==> src/rtl/cpu_pkg.sv <==
// cpu_pkg: shared CPU constants.
//   DEF_DATA_W / DEF_ADDR_W : default register width and register-number width
//   ZERO_REG                : hardwired-zero register number (R0)
//   SP / FP / RA            : well-known register numbers
package cpu_pkg;

  localparam int DEF_DATA_W = 32;
  localparam int DEF_ADDR_W = 5;

  localparam int ZERO_REG = 0;
  localparam int SP       = 29;
  localparam int FP       = 30;
  localparam int RA       = 31;

endpackage

==> src/rtl/regfile.sv <==
// regfile: 2**ADDR_W x DATA_W register file, one write port, two read ports.
//   clk                 : clock, all state changes on its rising edge
//   reset               : synchronous active-high, clears every register
//   wr_num/wr_data/wr_en: write port, takes effect on the rising edge
//   rd0_num/rd0_data    : combinational read port 0
//   rd1_num/rd1_data    : combinational read port 1
// R0 always reads as zero and ignores writes. Reads show the array contents
// directly, so a same-cycle write becomes visible only after the edge.
module regfile
  import cpu_pkg::*;
#(
  parameter int DATA_W = DEF_DATA_W,
  parameter int ADDR_W = DEF_ADDR_W
) (
  input  logic              clk,
  input  logic              reset,
  input  logic [ADDR_W-1:0] wr_num,
  input  logic [DATA_W-1:0] wr_data,
  input  logic              wr_en,
  input  logic [ADDR_W-1:0] rd0_num,
  output logic [DATA_W-1:0] rd0_data,
  input  logic [ADDR_W-1:0] rd1_num,
  output logic [DATA_W-1:0] rd1_data
);

  localparam int NUM_REGS = 2 ** ADDR_W;
  localparam logic [ADDR_W-1:0] ZERO_NUM = ADDR_W'(ZERO_REG);

  logic [DATA_W-1:0] regs [NUM_REGS];

  // Reset has priority over a write in the same cycle; R0 is never written,
  // so its storage stays at the reset value.
  always_ff @(posedge clk) begin
    if (reset) begin
      for (int i = 0; i < NUM_REGS; i++) begin
        regs[i] <= '0;
      end
    end else if (wr_en && (wr_num != ZERO_NUM)) begin
      regs[wr_num] <= wr_data;
    end
  end

  // R0 is forced to zero at the mux as well, independent of its storage.
  assign rd0_data = (rd0_num == ZERO_NUM) ? '0 : regs[rd0_num];
  assign rd1_data = (rd1_num == ZERO_NUM) ? '0 : regs[rd1_num];

endmodule

==> config.mk <==
export PLATFORM = sky130hd
export DESIGN_NAME = regfile
export DESIGN_NICKNAME = d
export VERILOG_FILES = /design/src/rtl/cpu_pkg.sv /design/src/rtl/regfile.sv
export SDC_FILE = /design/constraint.sdc
export NUM_CORES = 2
export LEC_CHECK = 0
export CORE_ASPECT_RATIO = 1.75
export CORE_MARGIN = 2
export CORE_UTILIZATION = 32
export DETAILED_ROUTE_END_ITERATION = 7
export PLACE_DENSITY = 0.56
export SLEW_MARGIN = 20
export SYNTH_ARGS = -nofsm -noshare
export SYNTH_HDL_FRONTEND = slang
export SYNTH_SLANG_ARGS = --single-unit
==> constraint.sdc <==
create_clock -name clk -period 4.6 [get_ports clk]
set_clock_uncertainty 0.1 [all_clocks]
set_input_delay 0.46 -clock clk [delete_from_list [all_inputs] [get_ports clk]]
set_output_delay 0.46 -clock clk [all_outputs]
set_load 0.02 [all_outputs]
==> key figures <==
Status
  – Status: finished clean

Worst setup path
  – Slowest cell delay on critical path: 0.97 ns
  – CP arrival: 3.72 ns
  – Crit path max fanout: 2
  – CP startpoint kind: flop
  – Critical Path End Type: primary output
  – Setup CP Type: reg2out
  – Req. time, crit path: 4.04 ns
  – Critical path buffers and inverters: 1
  – Critical path's slowest cell: a2111oi_1
  – Worst-path cell chain: mux4_2 > a22o_1 > a2111oi_1 > nor3_1 > clkdlybuf4s50_1
  – Delay-heaviest family, CP: compound AO/OA/AOI/OAI gates

Clocking
  – Clock Path Buffers: 3
  – Total clock sinks: 1024
  – Hold_buf cts: 0
  – Resized cells post-CTS: 0
  – CTS Root Buffer Type: clkbuf_16
  – CTS tree: built
  – Post-CTS Setup Inserts: 0
  – Reg clk slew, reported paths: 0.07 ns
  – H-Tree Depth: 3
  – Num CTS Buffers: 89

Route
  – ANT nets after route: 0
  – WL final: 189000 microns
  – DR vias: 33100
  – DR WL/cell: 32.4 microns
  – Drt first-iter violations: 2837
  – Vias per inst: 5.66
  – Drt drc: 0
  – DRT Pass-1 Iters: 5

Run
  – Max_cap viols: 0

Yosys
  – Top_reg_cell synth: edfxtp_1
  – Yosys warns: 0
  – Synth Area per Inst: 15.5 sq um
  – Distinct cell type count after synthesis: 42
  – Seq/Total Area, Yosys: 0.567
  – EDFF count, synth: 1024
  – Syn Inst Count: 3502
  – Synthesized flop and latch total: 1024
  – Synthesized area: 54300 sq um
  – Synth async-reset ratio: 0

Placed design
  – Gpl congestion: 0.864
  – Placed cell count: 5690
  – Post-DP HPWL: 125000 microns
  – Post-DP Area: 58900 sq um
  – IO buf count: 113

Hold path
  – WHS Path Cells: 2
  – Worst min-delay path class: in2reg
  – Hold wc startpoint: wr_data[1]
  – Hold endpoint: regs[26][1]$_SDFFCE_PN0P_

Global route
  – Initial antenna violation count: 9
  – Wire length of the first global-routing pass: 263000 microns
  – GRT overflow: 0
  – Largest net degree at the start of global routing: 45
  – Vias in the first global route: 35000
  – Global-route usage over all layers: 0.217

Pwr
  – Internal: 0.0162 W
  – Logic pwr share: 0.137
  – Reg power frac: 0.510
  – Lkg Pwr: 20.9 nW
  – Clock Power Share: 0.353
  – Switch share: 0.253
  – Switch Pwr: 0.00549 W
  – Tot Pwr: 0.0217 W
  – Worst vdd ir: 0.309 mV
  – Pwr dens: 351 nW/um^2

STA
  – Minimum clock period: 4.28 ns
  – Rel. slew slack: 0.232
  – Final setup viols: 0
  – Worst Tran Pin Value: 1.15 ns
  – Final Hold Fails: 0
  – Tcrit/Tclk final: 0.931
  – Hold_ws: 0.315 ns
  – Unrepaired setup endpoints after global routing: no
  – Max Clk Rate: 234 MHz
  – Final Max Slew Viols: 0
  – Setup TNS: 0 ns

Final layout
  – Largest Register: regs
  – Layout fillers: 15600
  – Area Overhead vs Synth: 13.7%
  – Finished Layout Cells: 5855
  – Reg area: 30700 sq um
  – Top flop regs: regs: 1024 flops
  – Share of layout cells above drive strength 1: 0.265
  – Final nets: 3620
  – Area occupied by multi-input gates: 22000 sq um
  – Final Instance Area: 61700 sq um
  – Max FFs per register: 1024

Floorplan
  – Die Wd: 315 microns
  – CORE AREA: 168000 sq um
  – Starting density of the core: 0.323
  – Row count: 199
  – DIE HEIGHT: 549 microns
  – Die Area: 173000 sq um
  – Ports: 114
## cell usage after synthesis, drive strengths merged (2+ instances only)
cell type / count / area [sq um]
a2111oi: 55 / 533
a221oi: 4 / 35.0
nand3b: 5 / 37.5
mux2i: 150 / 1500
nor4: 6 / 37.5
inv: 2 / 7.51
nor3: 54 / 270
a22oi: 16 / 120
a221o: 2 / 20.0
nand2: 7 / 26.3
a21oi: 12 / 60.1
buf: 116 / 793
or3b: 4 / 35.0
or3: 2 / 12.5
and2: 995 / 6220
nand2b: 5 / 31.3
mux2: 30 / 338
a22o: 51 / 447
edfxtp: 1024 / 30700
nand3: 5 / 25.0
and3: 3 / 18.8
nor2: 36 / 135
o21ai: 4 / 20.0
or2: 33 / 206
nand4bb: 2 / 22.5
mux4: 472 / 10600
nor2b: 14 / 87.6
o22ai: 103 / 644
a211oi: 7 / 52.6
a32o: 4 / 40.0
clkbuf: 271 / 1020
nor4b: 3 / 32.5
## layer usage
metal | up-vias | wire [microns] | track usage
li1 | 13700 | - | -
met1 | 17500 | 67000 | 0.243
met2 | 1540 | 99700 | 0.395
met3 | 468 | 11800 | 0.0303
met4 | 6 | 10900 | 0.114
met5 | - | 28 | 0
## layout make-up
cell class / instances / area share
antenna: 3 / 0.000122
tap: 2211 / 0.0448
timing repair buffer: 333 / 0.0535
inverter: 2 / 0.000122
clock inverter: 55 / 0.00848
sequential: 1024 / 0.498
clock buffer: 107 / 0.0375
multi-input combinational: 2120 / 0.357
## metrics by stage
stage,setup WS [ns],utilization
after detailed placement,0.353,0.350
after global placement,0.326,0.350
after floorplan,1.59,-
after CTS,0.290,0.367
after global routing,0.121,0.367
final,0.319,0.367
## power groups by stage
stage                     clock network, W  logic [W]  registers [W]
after floorplan                          0    0.00176         0.0111
after global placement                   0    0.00296         0.0112
after detailed placement                 0    0.00297         0.0113
after CTS                          0.00775    0.00298         0.0110
after global routing               0.00803    0.00308         0.0111
final                              0.00765    0.00296         0.0111
## worst max path at each step
stage	start	end	slack, ns	cells after the start
after floorplan	rd1_num[0]	rd1_data[30]	1.59	6
after global placement	rd1_num[2]	rd1_data[18]	0.33	7
after detailed placement	rd1_num[2]	rd1_data[18]	0.35	7
after CTS	regs[14][18]$_SDFFCE_PN0P_	rd1_data[18]	0.29	5
after global routing	regs[15][18]$_SDFFCE_PN0P_	rd1_data[18]	0.12	5
final	regs[14][18]$_SDFFCE_PN0P_	rd1_data[18]	0.32	5
## cells in the final DEF (no fill, tap or decap), types with 4 or more instances in the layout
cell,n
clkinv_1,15
clkdlybuf4s50_1,77
conb_1,32
clkbuf_1,17
a32o_1,4
a221oi_1,4
buf_12,49
nor2b_1,12
or2_2,33
buf_4,185
or3b_2,4
clkinvlp_4,6
clkbuf_16,90
a22oi_1,16
a2111oi_1,42
mux2i_1,150
buf_2,16
a22o_1,51
nor2_1,4
nand2b_1,5
nor3_1,54
o21ai_0,4
bufinv_16,9
nor2_2,13
nand3_1,5
mux4_2,472
edfxtp_1,1024
o22ai_1,103
a2111oi_0,13
nor4_1,5
a211oi_1,7
clkinv_2,20
mux2_2,30
nor2_4,19
nand2_1,7
and2_1,994
nand3b_1,5
a21oi_1,12
## cell families (layout without fill, tap and decap cells)
kind of cell / after synthesis / after routing / share of synthesized area
simple gates: 1177 / 1177 / 0.133
compound gates: 259 / 259 / 0.0365
flops: 1024 / 1024 / 0.567
buf+inv: 389 / 497 / 0.0335
other cells: 1 / 35 / 0.0000691
mux: 652 / 652 / 0.230
(Power assumes the default switching activity.)
